### src/rtl/instruction_fetch_unit_pkg.sv
// -----------------------------------------------------------------------------
// instruction_fetch_unit_pkg
// Shared definitions for the instruction fetch unit: the fetch FSM state
// encodings, the default reset PC / PC increment and a width helper for the
// prefetch FIFO occupancy counter.
// -----------------------------------------------------------------------------
package instruction_fetch_unit_pkg;

    // Fetch FSM: IDLE (no request), REQ (request out), FLUSH (request out,
    // its response belongs to a stale stream and is dropped).
    typedef enum logic [1:0] {
        ST_IDLE  = 2'b00,
        ST_REQ   = 2'b01,
        ST_FLUSH = 2'b10
    } ifu_state_e;

    localparam logic [15:0] IFU_RESET_PC_DEFAULT = 16'h0000;
    localparam int          IFU_PC_STEP_DEFAULT  = 2;

    // Occupancy counter width: must represent 0..depth inclusive.
    function automatic int ifu_cnt_w(input int depth);
        return $clog2(depth) + 1;
    endfunction

endpackage

### src/rtl/instruction_fetch_unit_if.sv
// -----------------------------------------------------------------------------
// instruction_fetch_unit_if
// Instruction-memory read bus between the fetch unit (master) and the
// instruction memory (slave).
//   Output_IF_MemReq   master->slave  read request
//   Output_IF_MemAddr  master->slave  read address, held while request is open
//   input_IF_MemAck    slave->master  read complete, data valid this cycle
//   input_IF_MemData   slave->master  instruction word
// -----------------------------------------------------------------------------
interface instruction_fetch_unit_if #(
    parameter int ADDR_W = 16,
    parameter int DATA_W = 16
);
    logic              Output_IF_MemReq;
    logic [ADDR_W-1:0] Output_IF_MemAddr;
    logic              input_IF_MemAck;
    logic [DATA_W-1:0] input_IF_MemData;

    modport master (
        output Output_IF_MemReq,
        output Output_IF_MemAddr,
        input  input_IF_MemAck,
        input  input_IF_MemData
    );

    modport slave (
        input  Output_IF_MemReq,
        input  Output_IF_MemAddr,
        output input_IF_MemAck,
        output input_IF_MemData
    );
endinterface

### src/rtl/instruction_fetch_unit_fifo.sv
// -----------------------------------------------------------------------------
// instruction_fetch_unit_fifo
// Synchronous prefetch FIFO holding {instruction, address} entries.
//   clk, rst_n     clock / asynchronous active-low reset
//   push_i         write wdata_i at the tail
//   pop_i          advance the head (caller guarantees non-empty)
//   clear_i        empty the FIFO (overrides push/pop)
//   wdata_i        entry to write
//   rdata_o        head entry
//   count_o        occupancy 0..DEPTH
// Same-cycle push and pop are allowed. DEPTH must be a power of two >= 2 so
// the pointers wrap naturally.
// -----------------------------------------------------------------------------
module instruction_fetch_unit_fifo #(
    parameter  int WIDTH = 32,
    parameter  int DEPTH = 2,
    localparam int PTR_W = $clog2(DEPTH),
    localparam int CNT_W = $clog2(DEPTH) + 1
) (
    input  logic             clk,
    input  logic             rst_n,
    input  logic             push_i,
    input  logic             pop_i,
    input  logic             clear_i,
    input  logic [WIDTH-1:0] wdata_i,
    output logic [WIDTH-1:0] rdata_o,
    output logic [CNT_W-1:0] count_o
);

    logic [WIDTH-1:0] mem_q [DEPTH];
    logic [PTR_W-1:0] wr_ptr_q, wr_ptr_d;
    logic [PTR_W-1:0] rd_ptr_q, rd_ptr_d;
    logic [CNT_W-1:0] count_q, count_d;

    // Pointer and occupancy next-state; clear wins over push/pop.
    always_comb begin
        wr_ptr_d = wr_ptr_q;
        rd_ptr_d = rd_ptr_q;
        count_d  = count_q;
        if (clear_i) begin
            wr_ptr_d = {PTR_W{1'b0}};
            rd_ptr_d = {PTR_W{1'b0}};
            count_d  = {CNT_W{1'b0}};
        end else begin
            if (push_i) begin
                wr_ptr_d = wr_ptr_q + PTR_W'(1);
            end else begin
                wr_ptr_d = wr_ptr_q;
            end
            if (pop_i) begin
                rd_ptr_d = rd_ptr_q + PTR_W'(1);
            end else begin
                rd_ptr_d = rd_ptr_q;
            end
            count_d = count_q + CNT_W'(push_i) - CNT_W'(pop_i);
        end
    end

    // Pointer and occupancy registers.
    always_ff @(posedge clk or negedge rst_n) begin
        if (!rst_n) begin
            wr_ptr_q <= {PTR_W{1'b0}};
            rd_ptr_q <= {PTR_W{1'b0}};
            count_q  <= {CNT_W{1'b0}};
        end else begin
            wr_ptr_q <= wr_ptr_d;
            rd_ptr_q <= rd_ptr_d;
            count_q  <= count_d;
        end
    end

    // Entry storage; a push in the same cycle as clear is discarded.
    always_ff @(posedge clk or negedge rst_n) begin
        if (!rst_n) begin
            for (int i = 0; i < DEPTH; i++) begin
                mem_q[i] <= {WIDTH{1'b0}};
            end
        end else if (push_i && !clear_i) begin
            mem_q[wr_ptr_q] <= wdata_i;
        end
    end

    assign rdata_o = mem_q[rd_ptr_q];
    assign count_o = count_q;

endmodule

### src/rtl/instruction_fetch_unit.sv
// -----------------------------------------------------------------------------
// instruction_fetch_unit
// Producer side of the instruction register. Owns the fetch PC, reads
// instruction words from memory over a req/ack handshake, buffers them in a
// prefetch FIFO and, on request from the control unit, delivers one word with
// a one-cycle IR write strobe.
//   CLK                 clock, rising edge
//   input_IF_Reset_n    asynchronous active-low reset
//   mem_if              instruction memory bus (master modport)
//   input_IF_Fetch      control unit requests the next instruction
//   input_IF_Redirect   branch/jump taken: restart fetch at input_IF_Target
//   input_IF_Target     redirect address
//   Output_IF_Instru    delivered instruction
//   Output_IF_IRWrite   one-cycle strobe, IR must load Output_IF_Instru
//   Output_IF_PC        address of the delivered instruction
//   Output_IF_Valid     prefetch FIFO non-empty
//   Output_IF_StallCnt  cycles spent waiting on a fetch (IFU_PERF_EN only)
// Build option: define IFU_PERF_EN to add the saturating stall counter and
// its output port.
// -----------------------------------------------------------------------------
module instruction_fetch_unit
    import instruction_fetch_unit_pkg::*;
#(
    parameter int                DATA_W     = 16,
    parameter int                ADDR_W     = 16,
    parameter int                FIFO_DEPTH = 2,
    parameter logic [ADDR_W-1:0] RESET_PC   = ADDR_W'(IFU_RESET_PC_DEFAULT),
    parameter int                PC_STEP    = IFU_PC_STEP_DEFAULT
) (
    input  logic                     CLK,
    input  logic                     input_IF_Reset_n,
    instruction_fetch_unit_if.master mem_if,
    input  logic                     input_IF_Fetch,
    input  logic                     input_IF_Redirect,
    input  logic [ADDR_W-1:0]        input_IF_Target,
    output logic [DATA_W-1:0]        Output_IF_Instru,
    output logic                     Output_IF_IRWrite,
    output logic [ADDR_W-1:0]        Output_IF_PC,
    output logic                     Output_IF_Valid
`ifdef IFU_PERF_EN
    ,
    output logic [15:0]              Output_IF_StallCnt
`endif
);

    localparam int                CNT_W   = ifu_cnt_w(FIFO_DEPTH);
    localparam logic [CNT_W-1:0]  DEPTH_C = CNT_W'(FIFO_DEPTH);
    localparam logic [ADDR_W-1:0] STEP_C  = ADDR_W'(PC_STEP);

    ifu_state_e        state_q, state_d;
    logic              mem_req_q, mem_req_d;
    logic [ADDR_W-1:0] mem_addr_q, mem_addr_d;
    logic [ADDR_W-1:0] fetch_pc_q, fetch_pc_d;
    logic              pending_q, pending_d;
    logic              irwrite_q, irwrite_d;
    logic [DATA_W-1:0] instru_q, instru_d;
    logic [ADDR_W-1:0] pc_q, pc_d;

    logic                     fifo_push_s, fifo_pop_s, fifo_clear_s;
    logic [DATA_W+ADDR_W-1:0] fifo_wdata_s, fifo_rdata_s;
    logic [CNT_W-1:0]         fifo_count_s, cnt_after_s;
    logic                     fifo_empty_s;
    logic                     mem_ack_s, ack_req_s, fetch_acc_s, bypass_s;

    instruction_fetch_unit_fifo #(
        .WIDTH (DATA_W + ADDR_W),
        .DEPTH (FIFO_DEPTH)
    ) u_fifo (
        .clk     (CLK),
        .rst_n   (input_IF_Reset_n),
        .push_i  (fifo_push_s),
        .pop_i   (fifo_pop_s),
        .clear_i (fifo_clear_s),
        .wdata_i (fifo_wdata_s),
        .rdata_o (fifo_rdata_s),
        .count_o (fifo_count_s)
    );

    assign mem_ack_s    = mem_if.input_IF_MemAck;
    assign fifo_wdata_s = {mem_if.input_IF_MemData, mem_addr_q};
    assign fifo_empty_s = (fifo_count_s == {CNT_W{1'b0}});
    assign ack_req_s    = (state_q == ST_REQ) && mem_ack_s;
    // A new fetch is taken only when no request is already waiting and the
    // previous delivery strobe has completed.
    assign fetch_acc_s  = input_IF_Fetch && !pending_q && !irwrite_q;
    // The returning word goes straight to the IR when a fetch is waiting for
    // it, including a fetch that hits an empty FIFO in the ack cycle itself;
    // pushing it instead would leave the waiting fetch unserved.
    assign bypass_s     = ack_req_s && (pending_q || (fetch_acc_s && fifo_empty_s));

    // Fetch FSM, FIFO control and delivery next-state.
    always_comb begin
        state_d      = state_q;
        mem_addr_d   = mem_addr_q;
        fetch_pc_d   = fetch_pc_q;
        pending_d    = pending_q;
        irwrite_d    = 1'b0;
        instru_d     = instru_q;
        pc_d         = pc_q;
        fifo_push_s  = 1'b0;
        fifo_pop_s   = 1'b0;
        fifo_clear_s = 1'b0;
        cnt_after_s  = fifo_count_s;

        if (input_IF_Redirect) begin
            // Old stream is dead: nothing from it may reach the IR.
            fifo_clear_s = 1'b1;
            fetch_pc_d   = input_IF_Target;
            pending_d    = pending_q | fetch_acc_s;
            case (state_q)
                ST_IDLE: begin
                    state_d    = ST_REQ;
                    mem_addr_d = input_IF_Target;
                end
                ST_REQ, ST_FLUSH: begin
                    if (mem_ack_s) begin
                        state_d    = ST_REQ;
                        mem_addr_d = input_IF_Target;
                    end else begin
                        // Open request must keep its address until acked.
                        state_d    = ST_FLUSH;
                        mem_addr_d = mem_addr_q;
                    end
                end
                default: begin
                    state_d    = ST_IDLE;
                    mem_addr_d = fetch_pc_q;
                end
            endcase
        end else begin
            if (fetch_acc_s && !fifo_empty_s) begin
                fifo_pop_s = 1'b1;
                irwrite_d  = 1'b1;
                instru_d   = fifo_rdata_s[DATA_W+ADDR_W-1:ADDR_W];
                pc_d       = fifo_rdata_s[ADDR_W-1:0];
            end else if (bypass_s) begin
                irwrite_d  = 1'b1;
                instru_d   = mem_if.input_IF_MemData;
                pc_d       = mem_addr_q;
                pending_d  = 1'b0;
            end else if (fetch_acc_s) begin
                pending_d  = 1'b1;
            end else begin
                pending_d  = pending_q;
            end

            fifo_push_s = ack_req_s && !bypass_s;
            cnt_after_s = fifo_count_s - CNT_W'(fifo_pop_s) + CNT_W'(fifo_push_s);

            case (state_q)
                ST_IDLE: begin
                    if (cnt_after_s < DEPTH_C) begin
                        state_d = ST_REQ;
                    end else begin
                        state_d = ST_IDLE;
                    end
                end
                ST_REQ: begin
                    if (mem_ack_s) begin
                        fetch_pc_d = fetch_pc_q + STEP_C;
                        mem_addr_d = fetch_pc_q + STEP_C;
                        state_d    = (cnt_after_s < DEPTH_C) ? ST_REQ : ST_IDLE;
                    end else begin
                        state_d    = ST_REQ;
                    end
                end
                ST_FLUSH: begin
                    if (mem_ack_s) begin
                        // Stale word dropped; fetch_pc already holds the target.
                        mem_addr_d = fetch_pc_q;
                        state_d    = ST_REQ;
                    end else begin
                        state_d    = ST_FLUSH;
                    end
                end
                default: begin
                    state_d = ST_IDLE;
                end
            endcase
        end

        mem_req_d = (state_d != ST_IDLE);
    end

    // State, bus and delivery registers.
    always_ff @(posedge CLK or negedge input_IF_Reset_n) begin
        if (!input_IF_Reset_n) begin
            state_q    <= ST_IDLE;
            mem_req_q  <= 1'b0;
            mem_addr_q <= RESET_PC;
            fetch_pc_q <= RESET_PC;
            pending_q  <= 1'b0;
            irwrite_q  <= 1'b0;
            instru_q   <= {DATA_W{1'b0}};
            pc_q       <= {ADDR_W{1'b0}};
        end else begin
            state_q    <= state_d;
            mem_req_q  <= mem_req_d;
            mem_addr_q <= mem_addr_d;
            fetch_pc_q <= fetch_pc_d;
            pending_q  <= pending_d;
            irwrite_q  <= irwrite_d;
            instru_q   <= instru_d;
            pc_q       <= pc_d;
        end
    end

    assign mem_if.Output_IF_MemReq  = mem_req_q;
    assign mem_if.Output_IF_MemAddr = mem_addr_q;
    assign Output_IF_Instru         = instru_q;
    assign Output_IF_IRWrite        = irwrite_q;
    assign Output_IF_PC             = pc_q;
    assign Output_IF_Valid          = !fifo_empty_s;

`ifdef IFU_PERF_EN
    logic [15:0] stall_cnt_q, stall_cnt_d;

    // Stall counter next-state: waiting fetch without delivery, saturating.
    always_comb begin
        stall_cnt_d = stall_cnt_q;
        if (pending_q && !irwrite_q && (stall_cnt_q != 16'hFFFF)) begin
            stall_cnt_d = stall_cnt_q + 16'd1;
        end else begin
            stall_cnt_d = stall_cnt_q;
        end
    end

    // Stall counter register, cleared only by reset.
    always_ff @(posedge CLK or negedge input_IF_Reset_n) begin
        if (!input_IF_Reset_n) begin
            stall_cnt_q <= 16'h0000;
        end else begin
            stall_cnt_q <= stall_cnt_d;
        end
    end

    assign Output_IF_StallCnt = stall_cnt_q;
`endif

endmodule

### src/flat_wrapper.sv
// flat-port wrapper written by rule: the top's interface ports become plain ports
module instruction_fetch_unit_flat import instruction_fetch_unit_pkg::*;
#(
    parameter int                DATA_W     = 16,
    parameter int                ADDR_W     = 16,
    parameter int                FIFO_DEPTH = 2,
    parameter logic [ADDR_W-1:0] RESET_PC   = ADDR_W'(IFU_RESET_PC_DEFAULT),
    parameter int                PC_STEP    = IFU_PC_STEP_DEFAULT
)
  (CLK, input_IF_Reset_n, input_IF_Fetch, input_IF_Redirect, input_IF_Target, Output_IF_Instru, Output_IF_IRWrite, Output_IF_PC, Output_IF_Valid, mem_if_Output_IF_MemReq, mem_if_Output_IF_MemAddr, mem_if_input_IF_MemAck, mem_if_input_IF_MemData);
  instruction_fetch_unit_if #(.ADDR_W(ADDR_W), .DATA_W(DATA_W)) mem_if_i ();
  input  logic CLK;
  input  logic input_IF_Reset_n;
  input  logic input_IF_Fetch;
  input  logic input_IF_Redirect;
  input  logic [ADDR_W-1:0] input_IF_Target;
  output logic [DATA_W-1:0] Output_IF_Instru;
  output logic Output_IF_IRWrite;
  output logic [ADDR_W-1:0] Output_IF_PC;
  output logic Output_IF_Valid;
  output wire logic [$bits(mem_if_i.Output_IF_MemReq)-1:0] mem_if_Output_IF_MemReq;
  output wire logic [$bits(mem_if_i.Output_IF_MemAddr)-1:0] mem_if_Output_IF_MemAddr;
  input wire logic [$bits(mem_if_i.input_IF_MemAck)-1:0] mem_if_input_IF_MemAck;
  input wire logic [$bits(mem_if_i.input_IF_MemData)-1:0] mem_if_input_IF_MemData;
  assign mem_if_Output_IF_MemReq = mem_if_i.Output_IF_MemReq;
  assign mem_if_Output_IF_MemAddr = mem_if_i.Output_IF_MemAddr;
  assign mem_if_i.input_IF_MemAck = mem_if_input_IF_MemAck;
  assign mem_if_i.input_IF_MemData = mem_if_input_IF_MemData;
  instruction_fetch_unit #(.DATA_W(DATA_W), .ADDR_W(ADDR_W), .FIFO_DEPTH(FIFO_DEPTH), .RESET_PC(RESET_PC), .PC_STEP(PC_STEP)) u_core (.CLK(CLK), .input_IF_Reset_n(input_IF_Reset_n), .mem_if(mem_if_i), .input_IF_Fetch(input_IF_Fetch), .input_IF_Redirect(input_IF_Redirect), .input_IF_Target(input_IF_Target), .Output_IF_Instru(Output_IF_Instru), .Output_IF_IRWrite(Output_IF_IRWrite), .Output_IF_PC(Output_IF_PC), .Output_IF_Valid(Output_IF_Valid));
endmodule
### config.mk
export PLATFORM = sky130hd
export DESIGN_NAME = instruction_fetch_unit_flat
export DESIGN_NICKNAME = d
export VERILOG_FILES = /design/src/rtl/instruction_fetch_unit_pkg.sv /design/src/rtl/instruction_fetch_unit_if.sv /design/src/rtl/instruction_fetch_unit_fifo.sv /design/src/rtl/instruction_fetch_unit.sv /design/src/flat_wrapper.sv
export SDC_FILE = /design/constraint.sdc
export NUM_CORES = 1
export LEC_CHECK = 0
export ABC_CLOCK_PERIOD_IN_PS = 5500
export CORE_MARGIN = 5
export CORE_UTILIZATION = 25
export CTS_CLUSTER_DIAMETER = 200
export DETAILED_ROUTE_END_ITERATION = 10
export DONT_BUFFER_PORTS = 1
export PLACE_DENSITY_LB_ADDON = 0.1
export SYNTH_ARGS = -nofsm -noshare
export SYNTH_HDL_FRONTEND = slang
export SYNTH_SLANG_ARGS = --single-unit
### constraint.sdc
create_clock -name CLK -period 5.5 [get_ports CLK]
set_input_delay 1.65 -clock CLK [delete_from_list [all_inputs] [get_ports CLK]]
set_output_delay 1.65 -clock CLK [all_outputs]
set_load 0.02 [all_outputs]
==> reports/metrics.yaml <==
cells_and_area:
  drive_gt1_frac: 0.1909
  nNetsFinal: 650
  areaGrowthSynthToFinish_pct: 12.71
  layout_commonest_cell: "dfrtp_1"
  fin_cells: 996
  nFillCells: 2901
  mostFrequentLayoutCells: "dfrtp_1 (136), nand2_1 (102), o21ai_0 (90)"
  n_antenna_cell: 0
timing:
  max_freq_ghz: 0.3184
  setup_tns_ns: 0
  clock_skew_ns: 0.01108
  rsz0062_at_grt: "false"
  min_period_ns: 3.140
  post-route-period-util: 0.5710
  hold_viol: 0
  tightest_slew_ns: 1.138
  maxSlewViolCount: 0
  setup_viol: 0
  relSlewSlack: 0.2410
drt:
  routed-wl-met3_um: 921
  wl_met2_um: 8348
  dr_total_vias: 4448
  routedLengthMet1_um: 8118
  avgViaCountPerCell: 4.466
  firstDrtPassIters: 4
  drt-initial-drc-count: 225
  wirelength_um: 17550
  ant_nets: 0
  top_layer: "met4"
  post-route-drc-count: 0
  routedWlPerCell_um: 17.62
clock_network:
  cts_max_level: 4
  clock-sinks: 137
  cts_post_setup_buffers_inserted: 0
  insertion_delay_ns: 0.42
  root_buffer: "clkbuf_16"
  cts_resized: 0
  cts_buffers: 17
  cts_tree: "yes"
  clk_pin_slew_worst_paths_ns: 0.07
  cts-hold-fix-buffers: 0
  clockBufferDepth: 2
logic_synthesis:
  syn_area_per_cell_um2: 11.14
  ys.flop_type: "dfrtp_1"
  synth_seq_cells: 137
  synth-edff-count: 0
  synth_cells: 623
  synth_nets: 668
  yosysWarningCount: 0
  yosysSeqAreaShare: 0.4939
  async_flop_share: 1.000
  synth_cell_types: 53
  synth.cell_area_um2: 6942
worst_hold_path:
  min_path_type: "flop to flop"
  hold_depth: 1
floorplanning:
  fp.dieH_um: 176.6
  die_area_um2: 31200
  initial_core_util: 0.2512
  rows: 61
  die_x_um: 176.6
  core-area_um2: 27630
  io_pins: 88
global_route:
  grt_antenna_before_repair: 0
  grt_pass1_wl_um: 27410
  grt_overflow: 0
  grt_pass1_vias: 4548
  grt_use_total: 0.1144
  grt_max_degree: 138
critical_path:
  crit_path_max_fanout: 36
  r2r_slack_ns: 2.89
  reg2regPathDepth: 9
  worst_ep_arrival_time_ns: 3.43
  required_ns: 5.78
  crit_type: "primary input to flop"
  critPathCaptureType: "flop"
  cp-start-kind: "primary input"
placement:
  portBuffers: 0
  dpl.hpwl_um: 11420
  place_inst: 964
  gp_congestion: 0.7700
power_and_ir_drop:
  ir_worst_vdd_v: 0.0001882
  p_per_area_nw_per_um2: 489.8
  power.leakage_uw: 0.003362
  p_total_uw: 3832
outcome:
  outcome: "finished clean"
job:
  drv_cap: 0
==> worst paths after layout <==
kind	start	to
max	input_IF_Fetch	u_core.mem_if.Output_IF_MemReq
min	u_core.u_fifo.mem_q[56]	u_core.u_fifo.mem_q[56]
max reg2reg	u_core.Output_IF_IRWrite	u_core.mem_if.Output_IF_MemReq
min reg2reg	u_core.u_fifo.mem_q[56]	u_core.u_fifo.mem_q[56]
max in group asynchronous	input_IF_Reset_n	u_core.mem_if.Output_IF_MemAddr[13]
min in group asynchronous	input_IF_Reset_n	u_core.u_fifo.mem_q[26]
==> metal layers <==
| layer | up-vias | global-route usage |
|---|---|---|
| li1 | 2137 | - |
| met1 | 2224 | 0.1503 |
| met2 | 74 | 0.1828 |
| met3 | 13 | 0.03568 |
| met4 | 0 | 0.03159 |
| met5 | - | 0 |
==> logic make-up after synthesis <==
group	count (synthesis)	share of synthesized area
AOI/OAI and AO/OA	132	0.1076
adders and majority gates	8	0.01442
DFF	137	0.4939
buffers and inverters	52	0.04470
muxes	101	0.1878
and+or+nand+nor	166	0.1175
xor gates and xnor gates	27	0.03407
==> synthesized netlist by cell type (2+ instances only) <==
| library cell | number | area, um2 |
|---|---|---|
| nor2_1 | 23 | 86.33 |
| mux2_4 | 56 | 840.8 |
| xnor2_1 | 14 | 122.6 |
| nand4_1 | 7 | 43.79 |
| and3_1 | 3 | 18.77 |
| o21ai_0 | 90 | 450.4 |
| inv_1 | 11 | 41.29 |
| buf_12 | 3 | 60.06 |
| mux2_2 | 10 | 112.6 |
| a21oi_1 | 14 | 70.07 |
| and2_1 | 2 | 12.51 |
| nand2_1 | 102 | 382.9 |
| nand2_4 | 2 | 22.52 |
| o21ai_1 | 2 | 10.01 |
| buf_2 | 20 | 100.1 |
| a221oi_1 | 4 | 35.03 |
| ha_1 | 8 | 100.1 |
| nor4b_4 | 2 | 47.55 |
| o32ai_1 | 2 | 17.52 |
| nor2b_1 | 3 | 18.77 |
| nand2b_1 | 2 | 12.51 |
| nand3_1 | 8 | 40.04 |
| mux2i_1 | 35 | 350.3 |
| clkbuf_1 | 10 | 37.54 |
| a222oi_1 | 4 | 40.04 |
| and4_1 | 3 | 26.28 |
| o21bai_1 | 2 | 15.01 |
| a31oi_1 | 4 | 25.02 |
| buf_6 | 5 | 56.30 |
| dfrtp_1 | 137 | 3428 |
| xor2_1 | 13 | 113.9 |
==> state kept, by name, summed over array words and instances (netlist names) <==
register                         cells
u_core.u_fifo.rd_ptr_q               1
u_core.mem_if.Output_IF_MemReq       1
u_core.Output_IF_PC                 16
u_core.u_fifo.mem_q                 64
u_core.Output_IF_IRWrite             1
u_core.u_fifo.count_o                2
u_core.state_q                       2
u_core.Output_IF_Instru             16
u_core.u_fifo.wr_ptr_q               1
u_core.pending_q                     1
u_core.fetch_pc_q                   16
u_core.mem_if.Output_IF_MemAddr     16
==> worst max-delay path, cell delays in order <==
cell      delay, ns
nand2b_1       0.11
nor3_4         0.14
buf_4          0.36
ha_1           0.30
nor2b_1        0.14
xnor2_1        0.17
nand2_1        0.08
a221oi_1       0.36
o21bai_1       0.11
==> where the power goes <==
part | total, uW | switching [uW] | internal, uW
clock network | 1240 | 468 | 775
registers | 1870 | 541 | 1330
logic | 717 | 339 | 377
==> per-stage QoR <==
stage          setup slack, ns  hold slack (ns)  area [um2]  utilization
2_1_floorplan            2.162           0.4791        6942            -
3_3_place_gp             2.019           0.4878        7191       0.2603
3_5_place_dp             1.955           0.4932        7191       0.2603
4_1_cts                  2.338           0.5109        7824       0.2832
5_1_grt                  2.236           0.5217        7824       0.2832
6_report                 2.360           0.5100        7824       0.2832
==> layout make-up <==
cell class / instances / area, um2 / area share
flip-flops and latches: 137 / 3430 / 0.4383
repair buffers: 3 / 22.52 / 0.002879
clock inverters: 14 / 193.9 / 0.02479
clock buffers: 18 / 439.2 / 0.05613
well taps: 378 / 473.0 / 0.06045
multi-input cells: 434 / 3221 / 0.4116
inverters: 12 / 45.04 / 0.005757
No activity file was read; power rests on OpenSTA's default activity.
